<file path="config.mk">
export PLATFORM = sky130hd
export DESIGN_NAME = alu_operand_collector_flat
export DESIGN_NICKNAME = d
export VERILOG_FILES = /design/src/rtl/alu_collector_pkg.sv /design/src/rtl/alu_operand_collector_if.sv /design/src/rtl/alu_opnd_slot.sv /design/src/rtl/alu_operand_collector.sv /design/src/flat_wrapper.sv
export VERILOG_INCLUDE_DIRS = /design/src /design/src/rtl
export SDC_FILE = /design/constraint.sdc
export NUM_CORES = 1
export LEC_CHECK = 0
export BUFFER_PORTS_ARGS = -buffer_cell sky130_fd_sc_hd__buf_4
export CAP_MARGIN = 20
export CORE_ASPECT_RATIO = 1.1
export CORE_MARGIN = 4
export CORE_UTILIZATION = 45
export DETAILED_ROUTE_END_ITERATION = 6
export PLACE_DENSITY = 0.68
export SYNTH_ARGS = -nofsm -noshare
export SYNTH_HDL_FRONTEND = slang
export SYNTH_HIERARCHICAL = 1
export SYNTH_SLANG_ARGS = --single-unit
</file>
<file path="constraint.sdc">
create_clock -name CLK -period 3.5 [get_ports CLK]
set_input_delay 0.175 -clock CLK [delete_from_list [all_inputs] [get_ports CLK]]
set_output_delay 0.175 -clock CLK [all_outputs]
set_load 0.02 [all_outputs]
</file>
<file path="src/rtl/define.sv">
// Global datapath widths for the ALU operand collector.
`ifndef ALU_COLLECTOR_DEFINE_SV
`define ALU_COLLECTOR_DEFINE_SV
`define WIDTH     8
`define CMD_WIDTH 4
`endif

</file>
<file path="src/rtl/alu_collector_pkg.sv">
// Shared state type, timing constants and per-command operand-need decode.
`include "define.sv"
package alu_collector_pkg;
  localparam int W               = `WIDTH;
  localparam int CMD_W           = `CMD_WIDTH;
  localparam int TIMEOUT_CYCLES  = 16;
  localparam int MUL_HOLD_CYCLES = 2;

  typedef enum logic [1:0] {IDLE, COLLECT, ISSUE, HOLD} state_e;

  function automatic logic cmd_invalid(input logic mode, input logic [CMD_W-1:0] cmd);
    return mode ? (cmd > CMD_W'(10)) : (cmd > CMD_W'(13));
  endfunction

  function automatic logic only_a(input logic mode, input logic [CMD_W-1:0] cmd);
    return mode ? (cmd == CMD_W'(4) || cmd == CMD_W'(5))
                : (cmd == CMD_W'(6) || cmd == CMD_W'(8) || cmd == CMD_W'(9));
  endfunction

  function automatic logic only_b(input logic mode, input logic [CMD_W-1:0] cmd);
    return mode ? (cmd == CMD_W'(6) || cmd == CMD_W'(7))
                : (cmd == CMD_W'(7) || cmd == CMD_W'(10) || cmd == CMD_W'(11));
  endfunction

  function automatic logic need_a(input logic mode, input logic [CMD_W-1:0] cmd);
    return !cmd_invalid(mode, cmd) && !only_b(mode, cmd);
  endfunction

  function automatic logic need_b(input logic mode, input logic [CMD_W-1:0] cmd);
    return !cmd_invalid(mode, cmd) && !only_a(mode, cmd);
  endfunction

  // Multiplies keep the ALU busy, so the collector stalls new commands after them.
  function automatic logic is_mul(input logic mode, input logic [CMD_W-1:0] cmd);
    return mode && (cmd == CMD_W'(9) || cmd == CMD_W'(10));
  endfunction
endpackage

</file>
<file path="src/rtl/alu_operand_collector_if.sv">
// Command/operand handshakes and ALU-facing issue bus of the operand collector.
interface alu_operand_collector_if;
  import alu_collector_pkg::*;

  logic [CMD_W-1:0] CMD_IN;
  logic             MODE_IN;
  logic             CIN_IN;
  logic             CMD_VALID;
  logic             CMD_READY;
  logic [W-1:0]     A_DATA;
  logic             A_VALID;
  logic             A_READY;
  logic [W-1:0]     B_DATA;
  logic             B_VALID;
  logic             B_READY;
  logic [W-1:0]     OPA;
  logic [W-1:0]     OPB;
  logic [CMD_W-1:0] CMD;
  logic             MODE;
  logic             CIN;
  logic             CE;
  logic [1:0]       INP_VALID;
  logic             TIMEOUT_ERR;

  modport master (
    output CMD_IN, MODE_IN, CIN_IN, CMD_VALID, A_DATA, A_VALID, B_DATA, B_VALID,
    input  CMD_READY, A_READY, B_READY, OPA, OPB, CMD, MODE, CIN, CE, INP_VALID, TIMEOUT_ERR
  );

  modport slave (
    input  CMD_IN, MODE_IN, CIN_IN, CMD_VALID, A_DATA, A_VALID, B_DATA, B_VALID,
    output CMD_READY, A_READY, B_READY, OPA, OPB, CMD, MODE, CIN, CE, INP_VALID, TIMEOUT_ERR
  );
endinterface

</file>
<file path="src/rtl/alu_opnd_slot.sv">
// One operand holding register with a held flag; ready while enabled and empty.
module alu_opnd_slot
  import alu_collector_pkg::*;
(
  input  logic         clk,
  input  logic         rst,
  input  logic         load,
  input  logic         clear,
  input  logic         rdy_en,
  input  logic [W-1:0] data_in,
  output logic         ready,
  output logic         held,
  output logic [W-1:0] data
);
  logic         held_q, held_d;
  logic [W-1:0] data_q, data_d;

  // Clear wins over load so a timed-out set never leaves a stale operand behind.
  always_comb begin
    held_d = held_q;
    data_d = data_q;
    if (clear) begin
      held_d = 1'b0;
      data_d = '0;
    end else if (load) begin
      held_d = 1'b1;
      data_d = data_in;
    end
  end

  always_ff @(posedge clk) begin
    if (rst) begin
      held_q <= 1'b0;
      data_q <= '0;
    end else begin
      held_q <= held_d;
      data_q <= data_d;
    end
  end

  assign ready = rdy_en & ~held_q;
  assign held  = held_q;
  assign data  = data_q;
endmodule

</file>
<file path="src/rtl/alu_operand_collector.sv">
// Latches a command, gathers only the operands it needs, then pulses CE for one cycle (cmd->CE 2 cycles).
// COLLECT_TIMEOUT_EN adds a 16-cycle operand timeout with a TIMEOUT_ERR pulse; otherwise COLLECT waits forever.
module alu_operand_collector
  import alu_collector_pkg::*;
(
  input logic                   CLK,
  input logic                   RESET,
  alu_operand_collector_if.slave bus
);
  state_e           state_q, state_d;
  logic [CMD_W-1:0] cmd_q, cmd_d, cmd_o_q, cmd_o_d;
  logic             mode_q, mode_d, cin_q, cin_d;
  logic             mode_o_q, mode_o_d, cin_o_q, cin_o_d;
  logic [W-1:0]     opa_q, opa_d, opb_q, opb_d;
  logic [1:0]       inp_valid_q, inp_valid_d;
  logic [1:0]       hold_cnt_q, hold_cnt_d;
  logic             need_a_w, need_b_w, in_collect;
  logic             a_ready, b_ready, a_load, b_load, a_held, b_held;
  logic [W-1:0]     a_dat, b_dat;
  logic             slot_clear, all_done, timeout_hit;

  assign need_a_w   = need_a(mode_q, cmd_q);
  assign need_b_w   = need_b(mode_q, cmd_q);
  assign in_collect = (state_q == COLLECT) && !RESET;
  assign a_load     = bus.A_VALID & a_ready;
  assign b_load     = bus.B_VALID & b_ready;
  // An operand arriving this cycle counts, so ISSUE follows the last acceptance directly.
  assign all_done   = (!need_a_w || a_held || a_load) && (!need_b_w || b_held || b_load);

  alu_opnd_slot u_slot_a (
    .clk(CLK), .rst(RESET), .load(a_load), .clear(slot_clear),
    .rdy_en(in_collect && need_a_w), .data_in(bus.A_DATA),
    .ready(a_ready), .held(a_held), .data(a_dat)
  );

  alu_opnd_slot u_slot_b (
    .clk(CLK), .rst(RESET), .load(b_load), .clear(slot_clear),
    .rdy_en(in_collect && need_b_w), .data_in(bus.B_DATA),
    .ready(b_ready), .held(b_held), .data(b_dat)
  );

`ifdef COLLECT_TIMEOUT_EN
  logic [4:0] tmo_cnt_q, tmo_cnt_d;
  logic       tmo_err_q, tmo_err_d;

  always_comb begin
    tmo_cnt_d = '0;
    if (state_q == COLLECT) tmo_cnt_d = tmo_cnt_q + 5'd1;
  end

  assign timeout_hit = (state_q == COLLECT) && (tmo_cnt_q == 5'(TIMEOUT_CYCLES - 1)) && !all_done;
  assign tmo_err_d   = timeout_hit;

  always_ff @(posedge CLK) begin
    if (RESET) begin
      tmo_cnt_q <= '0;
      tmo_err_q <= 1'b0;
    end else begin
      tmo_cnt_q <= tmo_cnt_d;
      tmo_err_q <= tmo_err_d;
    end
  end

  assign bus.TIMEOUT_ERR = tmo_err_q & ~RESET;
`else
  assign timeout_hit     = 1'b0;
  assign bus.TIMEOUT_ERR = 1'b0;
`endif

  always_comb begin
    state_d     = state_q;
    cmd_d       = cmd_q;
    mode_d      = mode_q;
    cin_d       = cin_q;
    cmd_o_d     = cmd_o_q;
    mode_o_d    = mode_o_q;
    cin_o_d     = cin_o_q;
    opa_d       = opa_q;
    opb_d       = opb_q;
    inp_valid_d = inp_valid_q;
    hold_cnt_d  = hold_cnt_q;
    slot_clear  = 1'b0;
    case (state_q)
      IDLE: begin
        if (bus.CMD_VALID) begin
          cmd_d      = bus.CMD_IN;
          mode_d     = bus.MODE_IN;
          cin_d      = bus.CIN_IN;
          slot_clear = 1'b1;
          if (cmd_invalid(bus.MODE_IN, bus.CMD_IN)) begin
            state_d     = ISSUE;
            cmd_o_d     = bus.CMD_IN;
            mode_o_d    = bus.MODE_IN;
            cin_o_d     = bus.CIN_IN;
            opa_d       = '0;
            opb_d       = '0;
            inp_valid_d = 2'b00;
          end else begin
            state_d = COLLECT;
          end
        end
      end
      COLLECT: begin
        if (all_done) begin
          state_d     = ISSUE;
          cmd_o_d     = cmd_q;
          mode_o_d    = mode_q;
          cin_o_d     = cin_q;
          opa_d       = a_load ? bus.A_DATA : a_dat;
          opb_d       = b_load ? bus.B_DATA : b_dat;
          inp_valid_d = {b_held | b_load, a_held | a_load};
        end else if (timeout_hit) begin
          state_d    = IDLE;
          slot_clear = 1'b1;
        end
      end
      ISSUE: begin
        slot_clear = 1'b1;
        hold_cnt_d = '0;
        state_d    = is_mul(mode_q, cmd_q) ? HOLD : IDLE;
      end
      HOLD: begin
        hold_cnt_d = hold_cnt_q + 2'd1;
        if (hold_cnt_q == 2'(MUL_HOLD_CYCLES - 1)) state_d = IDLE;
      end
      default: state_d = IDLE;
    endcase
  end

  always_ff @(posedge CLK) begin
    if (RESET) begin
      state_q     <= IDLE;
      cmd_q       <= '0;
      mode_q      <= 1'b0;
      cin_q       <= 1'b0;
      cmd_o_q     <= '0;
      mode_o_q    <= 1'b0;
      cin_o_q     <= 1'b0;
      opa_q       <= '0;
      opb_q       <= '0;
      inp_valid_q <= 2'b00;
      hold_cnt_q  <= '0;
    end else begin
      state_q     <= state_d;
      cmd_q       <= cmd_d;
      mode_q      <= mode_d;
      cin_q       <= cin_d;
      cmd_o_q     <= cmd_o_d;
      mode_o_q    <= mode_o_d;
      cin_o_q     <= cin_o_d;
      opa_q       <= opa_d;
      opb_q       <= opb_d;
      inp_valid_q <= inp_valid_d;
      hold_cnt_q  <= hold_cnt_d;
    end
  end

  // Outputs are forced low for the whole reset assertion, not just after the first edge.
  assign bus.CMD_READY = (state_q == IDLE) && !RESET;
  assign bus.CE        = (state_q == ISSUE) && !RESET;
  assign bus.A_READY   = a_ready;
  assign bus.B_READY   = b_ready;
  assign bus.OPA       = RESET ? '0 : opa_q;
  assign bus.OPB       = RESET ? '0 : opb_q;
  assign bus.CMD       = RESET ? '0 : cmd_o_q;
  assign bus.MODE      = mode_o_q & ~RESET;
  assign bus.CIN       = cin_o_q & ~RESET;
  assign bus.INP_VALID = RESET ? 2'b00 : inp_valid_q;
endmodule

</file>
<file path="src/flat_wrapper.sv">
// flat-port wrapper written by rule: the top's interface ports become plain ports
module alu_operand_collector_flat import alu_collector_pkg::*;
  (CLK, RESET, bus_CMD_IN, bus_MODE_IN, bus_CIN_IN, bus_CMD_VALID, bus_A_DATA, bus_A_VALID, bus_B_DATA, bus_B_VALID, bus_CMD_READY, bus_A_READY, bus_B_READY, bus_OPA, bus_OPB, bus_CMD, bus_MODE, bus_CIN, bus_CE, bus_INP_VALID, bus_TIMEOUT_ERR);
  alu_operand_collector_if bus_i ();
  input logic CLK;
  input logic RESET;
  input wire logic [$bits(bus_i.CMD_IN)-1:0] bus_CMD_IN;
  input wire logic [$bits(bus_i.MODE_IN)-1:0] bus_MODE_IN;
  input wire logic [$bits(bus_i.CIN_IN)-1:0] bus_CIN_IN;
  input wire logic [$bits(bus_i.CMD_VALID)-1:0] bus_CMD_VALID;
  input wire logic [$bits(bus_i.A_DATA)-1:0] bus_A_DATA;
  input wire logic [$bits(bus_i.A_VALID)-1:0] bus_A_VALID;
  input wire logic [$bits(bus_i.B_DATA)-1:0] bus_B_DATA;
  input wire logic [$bits(bus_i.B_VALID)-1:0] bus_B_VALID;
  output wire logic [$bits(bus_i.CMD_READY)-1:0] bus_CMD_READY;
  output wire logic [$bits(bus_i.A_READY)-1:0] bus_A_READY;
  output wire logic [$bits(bus_i.B_READY)-1:0] bus_B_READY;
  output wire logic [$bits(bus_i.OPA)-1:0] bus_OPA;
  output wire logic [$bits(bus_i.OPB)-1:0] bus_OPB;
  output wire logic [$bits(bus_i.CMD)-1:0] bus_CMD;
  output wire logic [$bits(bus_i.MODE)-1:0] bus_MODE;
  output wire logic [$bits(bus_i.CIN)-1:0] bus_CIN;
  output wire logic [$bits(bus_i.CE)-1:0] bus_CE;
  output wire logic [$bits(bus_i.INP_VALID)-1:0] bus_INP_VALID;
  output wire logic [$bits(bus_i.TIMEOUT_ERR)-1:0] bus_TIMEOUT_ERR;
  assign bus_i.CMD_IN = bus_CMD_IN;
  assign bus_i.MODE_IN = bus_MODE_IN;
  assign bus_i.CIN_IN = bus_CIN_IN;
  assign bus_i.CMD_VALID = bus_CMD_VALID;
  assign bus_i.A_DATA = bus_A_DATA;
  assign bus_i.A_VALID = bus_A_VALID;
  assign bus_i.B_DATA = bus_B_DATA;
  assign bus_i.B_VALID = bus_B_VALID;
  assign bus_CMD_READY = bus_i.CMD_READY;
  assign bus_A_READY = bus_i.A_READY;
  assign bus_B_READY = bus_i.B_READY;
  assign bus_OPA = bus_i.OPA;
  assign bus_OPB = bus_i.OPB;
  assign bus_CMD = bus_i.CMD;
  assign bus_MODE = bus_i.MODE;
  assign bus_CIN = bus_i.CIN;
  assign bus_CE = bus_i.CE;
  assign bus_INP_VALID = bus_i.INP_VALID;
  assign bus_TIMEOUT_ERR = bus_i.TIMEOUT_ERR;
  alu_operand_collector u_core (.CLK(CLK), .RESET(RESET), .bus(bus_i));
endmodule
</file>
Word-level counts from Yosys, hierarchy flattened. Index checks and enable logic that the tools add are counted.

Register bits: 52. Bits of input ports: 27. Output and inout bits: 29.

Add/sub/neg operators: 1. Order comparisons: 4. Equality and inequality tests: 16. Mux-type cells: 41. Bitwise operators: 11. Reductions and logical operators: 33.

Operators by type and width (number): 8-bit two-way mux (8); 8-bit one-hot mux with 2 select lines (2); 2-bit two-way mux (9); 4-bit by 3-bit == test with 1-bit output (second input constant) (4); 4-bit == test (second input constant) (4); 4-bit > comparator (second input constant) (4); 4-bit two-way mux (4); 1-bit logical OR (11); 1-bit two-way mux (11); 1-bit logical AND (9); 2-bit one-hot mux with 2 select lines (2); 2-bit one-hot mux with 4 select lines (1); 4-bit one-hot mux with 2 select lines (1); 1-bit AND (6); 1-bit zero test (6); 2-bit by 1-bit != test with 1-bit output (second input constant) (3); 1-bit one-hot mux with 2 select lines (3); 2-bit by 1-bit == test with 1-bit output (second input constant) (2); 2-bit == test (second input constant) (2); 4-bit AND reduction (1); 2-bit nonzero test (2); 1-bit inverter (3); 3-bit AND reduction (1); 2-bit by 1-bit adder with 2-bit output (second input constant) (1); 5 further kinds (6).

Logic depth before layout (Yosys ltp).
Depth in word-level cells: 13. Gate-level depth with buffers: 14. Depth with buffers taken out: 10.

Modules after synthesis. The synthesis kept the hierarchy.

By module, submodules not included: alu_operand_collector (times used 1, cells each 228, area an instance 1990.7 sq um, seq. area each 680.7 sq um); alu_opnd_slot (times used 2, cells each 31, area an instance 329.1 sq um, seq. area each 180.2 sq um).

Least setup slack after synthesis. No wires, ideal clock.

Kind: register to register. From: register u_core.state_q[0]. To: register u_core.opa_q[2]. Library setup time: 0.121 ns. Arrival: 3.071 ns. Required time: 3.379 ns. Slack: 0.307 ns. Cell stages (with the launch flop): 15. Buffers on the path: 4. Period minus slack after synthesis: 3.193 ns. Cell sequence: dfxtp_1 -> buf_2 -> nand2b_1 -> nor2_1 -> clkbuf_1 -> o21a_1 -> nor2b_1 -> and2_1 -> buf_2 -> nor2_1 -> o21ai_2 -> a21oi_4 -> nor3_4 -> buf_12 -> mux2_4.

Word-level cells in the longest chain between the ends: 9. Elaborated cells on any way between the ends: 20. Classes of those cells: eq/ne (4); mux (3); bitwise (4); reduce/logical (9).

Ends and longest elaborated chain: start: declaration (RTL line alu_operand_collector.sv:10) `state_e state_q, state_d;`; start signal: assignment (RTL line alu_operand_collector.sv:144) `state_q <= state_d;`; 2-bit by 1-bit == test with 1-bit output (RTL line alu_operand_collector.sv:24) `assign in_collect = (state_q == COLLECT) && !RESET;`; 1-bit logical AND (RTL line alu_operand_collector.sv:24); 1-bit logical AND (RTL line alu_operand_collector.sv:38) `.rdy_en(in_collect && need_b_w), .data_in(bus.B_DATA),`; 1-bit AND (RTL line alu_opnd_slot.sv:41) `assign ready = rdy_en & ~held_q;`; net bus_B_READY (RTL line flat_wrapper.sv:17) `output wire logic [$bits(bus_i.B_READY)-1:0] bus_B_READY;`; 1-bit AND (RTL line alu_operand_collector.sv:26) `assign b_load = bus.B_VALID & b_ready;`; net u_core.b_load (RTL line alu_operand_collector.sv:18) `logic a_ready, b_ready, a_load, b_load, a_held, b_held;`; 1-bit logical OR (RTL line alu_operand_collector.sv:28) `assign all_done = (!need_a_w || a_held || a_load) && (!need_b_w || b_held || b_load);`; 1-bit logical AND (RTL line alu_operand_collector.sv:28); 2-bit by 1-bit != test with 1-bit output (no line); 4-bit AND reduction (no line); end signal: assignment (RTL line alu_operand_collector.sv:151) `opa_q <= opa_d;`; end: declaration (RTL line alu_operand_collector.sv:14) `logic [W-1:0] opa_q, opa_d, opb_q, opb_d;`.

The timed path passes the listed nets, and every way through them passes these cells. The select of a mux whose other input is x is not followed. A chain may end at the register's enable or synchronous reset.

Worst setup path in the final report.
From: register u_core.cmd_q[2]. To: register u_core.opb_q[6].

Word-level cells in the longest chain between the ends: 13. Elaborated cells on any way between the ends: 42. Classes of those cells: order compare (2); eq/ne (9); mux (6); bitwise (4); reduce/logical (21).

Ends and longest elaborated chain: start: declaration (RTL line alu_operand_collector.sv:11) `logic [CMD_W-1:0] cmd_q, cmd_d, cmd_o_q, cmd_o_d;`; start signal: assignment (RTL line alu_operand_collector.sv:145) `cmd_q <= cmd_d;`; branches (longest 13 deep; another with 4-bit > comparator); end signal: assignment (RTL line alu_operand_collector.sv:152) `opb_q <= opb_d;`; end: declaration (RTL line alu_operand_collector.sv:14).

Parallel ways; which one is timed is not known. The select of a mux whose other input is x is not followed.

==> summary.txt <==
Largest fanout on the critical path: 14
Clk_lat worst skew: 0.31 ns
Hold_ws: 0.109 ns
Die Wd: 81.2 um
Drc violations: 0
Die area: 7180 um^2
Cell Area, Synth: 2650 um^2
Drt wl/cell: 13.0 um
Sink Count: 52
Ys async rst share: 0%
Status: finished, final reports clean
# rows: 29
Crit path kind: reg -> reg
Vias after detailed routing: 2085
Vias per cell: 5.05
Synth top area cells: dfxtp_1 39%, mux2i_1 16%, mux2_2 7.2%, nor2_1 5.0%, nand2_1 4.4%
Warnings from Yosys: 6
Clk buf depth: 2
Fin crit share: 87.9%
Final min period: 3.07 ns
CP arrival: 3.27 ns
Count of hold-fix buffers inserted at cts: 0
IO Port Bufs: 54
Syn Nets: 318
Worst-margin pin slew: 0.605 ns
Setup bufs post-CTS: 0
DRT antenna net count: 0
FMAX: 325 MHz
HP Class: in -> reg
RSZ-0062 raised after global routing: no
Max transition margin: 59.6%
Pins over their slew limit: 0
Core ar.: 5730 um^2
Max H-tree Level: 2
Cts repair resizes: 0
Grt total ovfl: 0
DP Area: 3040 um^2
Pin count of the biggest net entering global routing: 34
Design Area, Final: 3120 um^2
Flops & latches, synth: 52
Sequential cell area fraction in the yosys report: 39.3%
GPL Wtd Cong: 0.765
IR drop worst, VDD: 0.236 mV
Most used flip-flop cell after synthesis: dfxtp_1
Layout area overhead: 17.9%
Initial Utilization: 46.2%
Vias in the first global route: 1953
Initial antenna violation count: 0
Cell count after synthesis: 290
GRT Overall Usage: 15.7%
Initial DRC count: 65
Power per cell area: 401 nW/um^2
Most frequent cell after synthesis: dfxtp_1
Total power: 1.25 mW
Synth area leader: dfxtp_1
Clk root buf: clkbuf_8
Clock buffer count from CTS: 5
Final setup vio count: 0
Syn avg cell area: 9.13 um^2
Max-Cap Viols: 0
First-pass GRT wire length: 8.75 mm
Fin Setup TNS: 0 ns
Clock-pin slew on the worst setup and hold paths: 0.09 ns
IO Pins: 56
Synth top area share: 39.3%
Clk_skew: 0.00738 ns
Vert. Die Dim: 88.5 um
HPWL after DPL: 3.91 mm
Count of different cell masters after synthesis: 47
Layout Nets: 364
Post-synth EDFFs: 0
Final Hold Vio Count: 0
CP required: 3.70 ns
CTS tree: done
# diodes: 0
Setup crit start kind: flip-flop
Final WL: 5.35 mm
Static leakage: 1.39 nW
Critical path endpoint category: flip-flop
Top post-synthesis cells by count: 52 x dfxtp_1, 42 x mux2i_1, 35 x nor2_1, 31 x nand2_1
Share of cells above drive strength 1: 27.7%
Detailed Routing Iterations Pass 1: 4
==> through the flow <==
step           setup WS [ns]  instances  utilization [%]
3_5_place_dp           0.429        406             53.1
4_1_cts                0.418        413             54.5
6_report               0.425        413             54.5
2_1_floorplan          0.307        290                -
5_1_grt                0.181        413             54.5
3_3_place_gp           0.511        406             53.1
==> worst paths after layout <==
| kind | start | end | slack [ns] | cells after the start |
|---|---|---|---|---|
| max | u_core/cmd_q[2] | u_core/opb_q[6] | 0.43 | 11 |
| min | bus_A_DATA[4] | u_core/u_slot_a/data[4] | 0.11 | 3 |
| max reg2reg | u_core/cmd_q[2] | u_core/opb_q[6] | 0.43 | 11 |
| min reg2reg | u_core/opb_q[4] | u_core/opb_q[4] | 0.48 | 2 |
==> metal layers <==
layer	GRT usage (%)	share of wire, %	routed length (um)	vias to the layer above
met2	27.0	49	2600	40
met5	0	0	0	-
met1	19.0	45	2390	974
met4	5.53	1.0	56	0
met3	3.97	5.8	310	7
li1	-	-	-	1064
==> logic make-up (layout without fill, tap and decap cells) <==
| logic type | count (synthesis) | count (layout) | synth area share, % |
|---|---|---|---|
| AND/OR/NAND/NOR | 102 | 102 | 18.1 |
| multiplexers | 60 | 60 | 23.7 |
| XOR/XNOR | 1 | 1 | 0.331 |
| adder cells (fa/ha/maj) | 1 | 1 | 0.472 |
| buffers and inverters | 40 | 86 | 8.64 |
| other | 1 | 1 | 0.142 |
| AO/OA/AOI/OAI | 33 | 33 | 9.35 |
| flip-flops | 52 | 52 | 39.3 |
==> flip-flops by register name (all words and copies together) (netlist names), 2 cells and up <==
signal	cells
u_core/state_q	2
u_core/inp_valid_q	2
u_core/cmd_o_q	4
u_core/opa_q	8
u_core/hold_cnt_q	2
u_core/cmd_q	4
u_core/u_slot_b/data	8
u_core/u_slot_a/data	8
u_core/opb_q	8
==> cells in the final DEF (no fill, tap or decap), drive strengths merged <==
cell type  count
o211ai         2
a211oi         7
nand3b         1
a21o           3
clkbuf         5
nor2          35
mux2          18
conb           1
o22ai          1
buf           61
or2            2
o41ai          1
nor2b         12
clkinv         1
a31oi          6
or3            2
ha             1
nor3b          1
inv           18
mux2i         42
xor2           1
a21oi          5
dfxtp         52
nor3           8
o21ai          2
clkinvlp       1
and3           2
a22o           1
nand2         31
and2           4
a2111oi        1
nand3          2
a311oi         1
o21bai         1
nand2b         2
o21a           2
==> power by group <==
group          internal, mW  total (mW)  switching (mW)
sequential            0.616       0.635          0.0191
clock                 0.136       0.329           0.193
combinational         0.129       0.289           0.160
==> critical path, cell delays in order (launching register included) <==
cell and delay [ns]:
dfxtp_1 0.50, nor3b_1 0.09, a211oi_1 0.39, o21a_1 0.15, nor2b_1 0.15, and2_1 0.16
nor2_1 0.07, o21ai_2 0.09, a21oi_4 0.09, nor3_4 0.54, buf_4 0.36, mux2_2 0.36
==> final cells by class <==
cell class	count	area, um^2
clock inverters	2	12.5
clock buffers	5	68.8
fillers	580	2610
well taps	77	96.3
multi-input cells	198	1380
repair buffers	61	458
inverters	18	67.6
flip-flops and latches	52	1040
No activity file was read; power rests on OpenSTA's default activity.
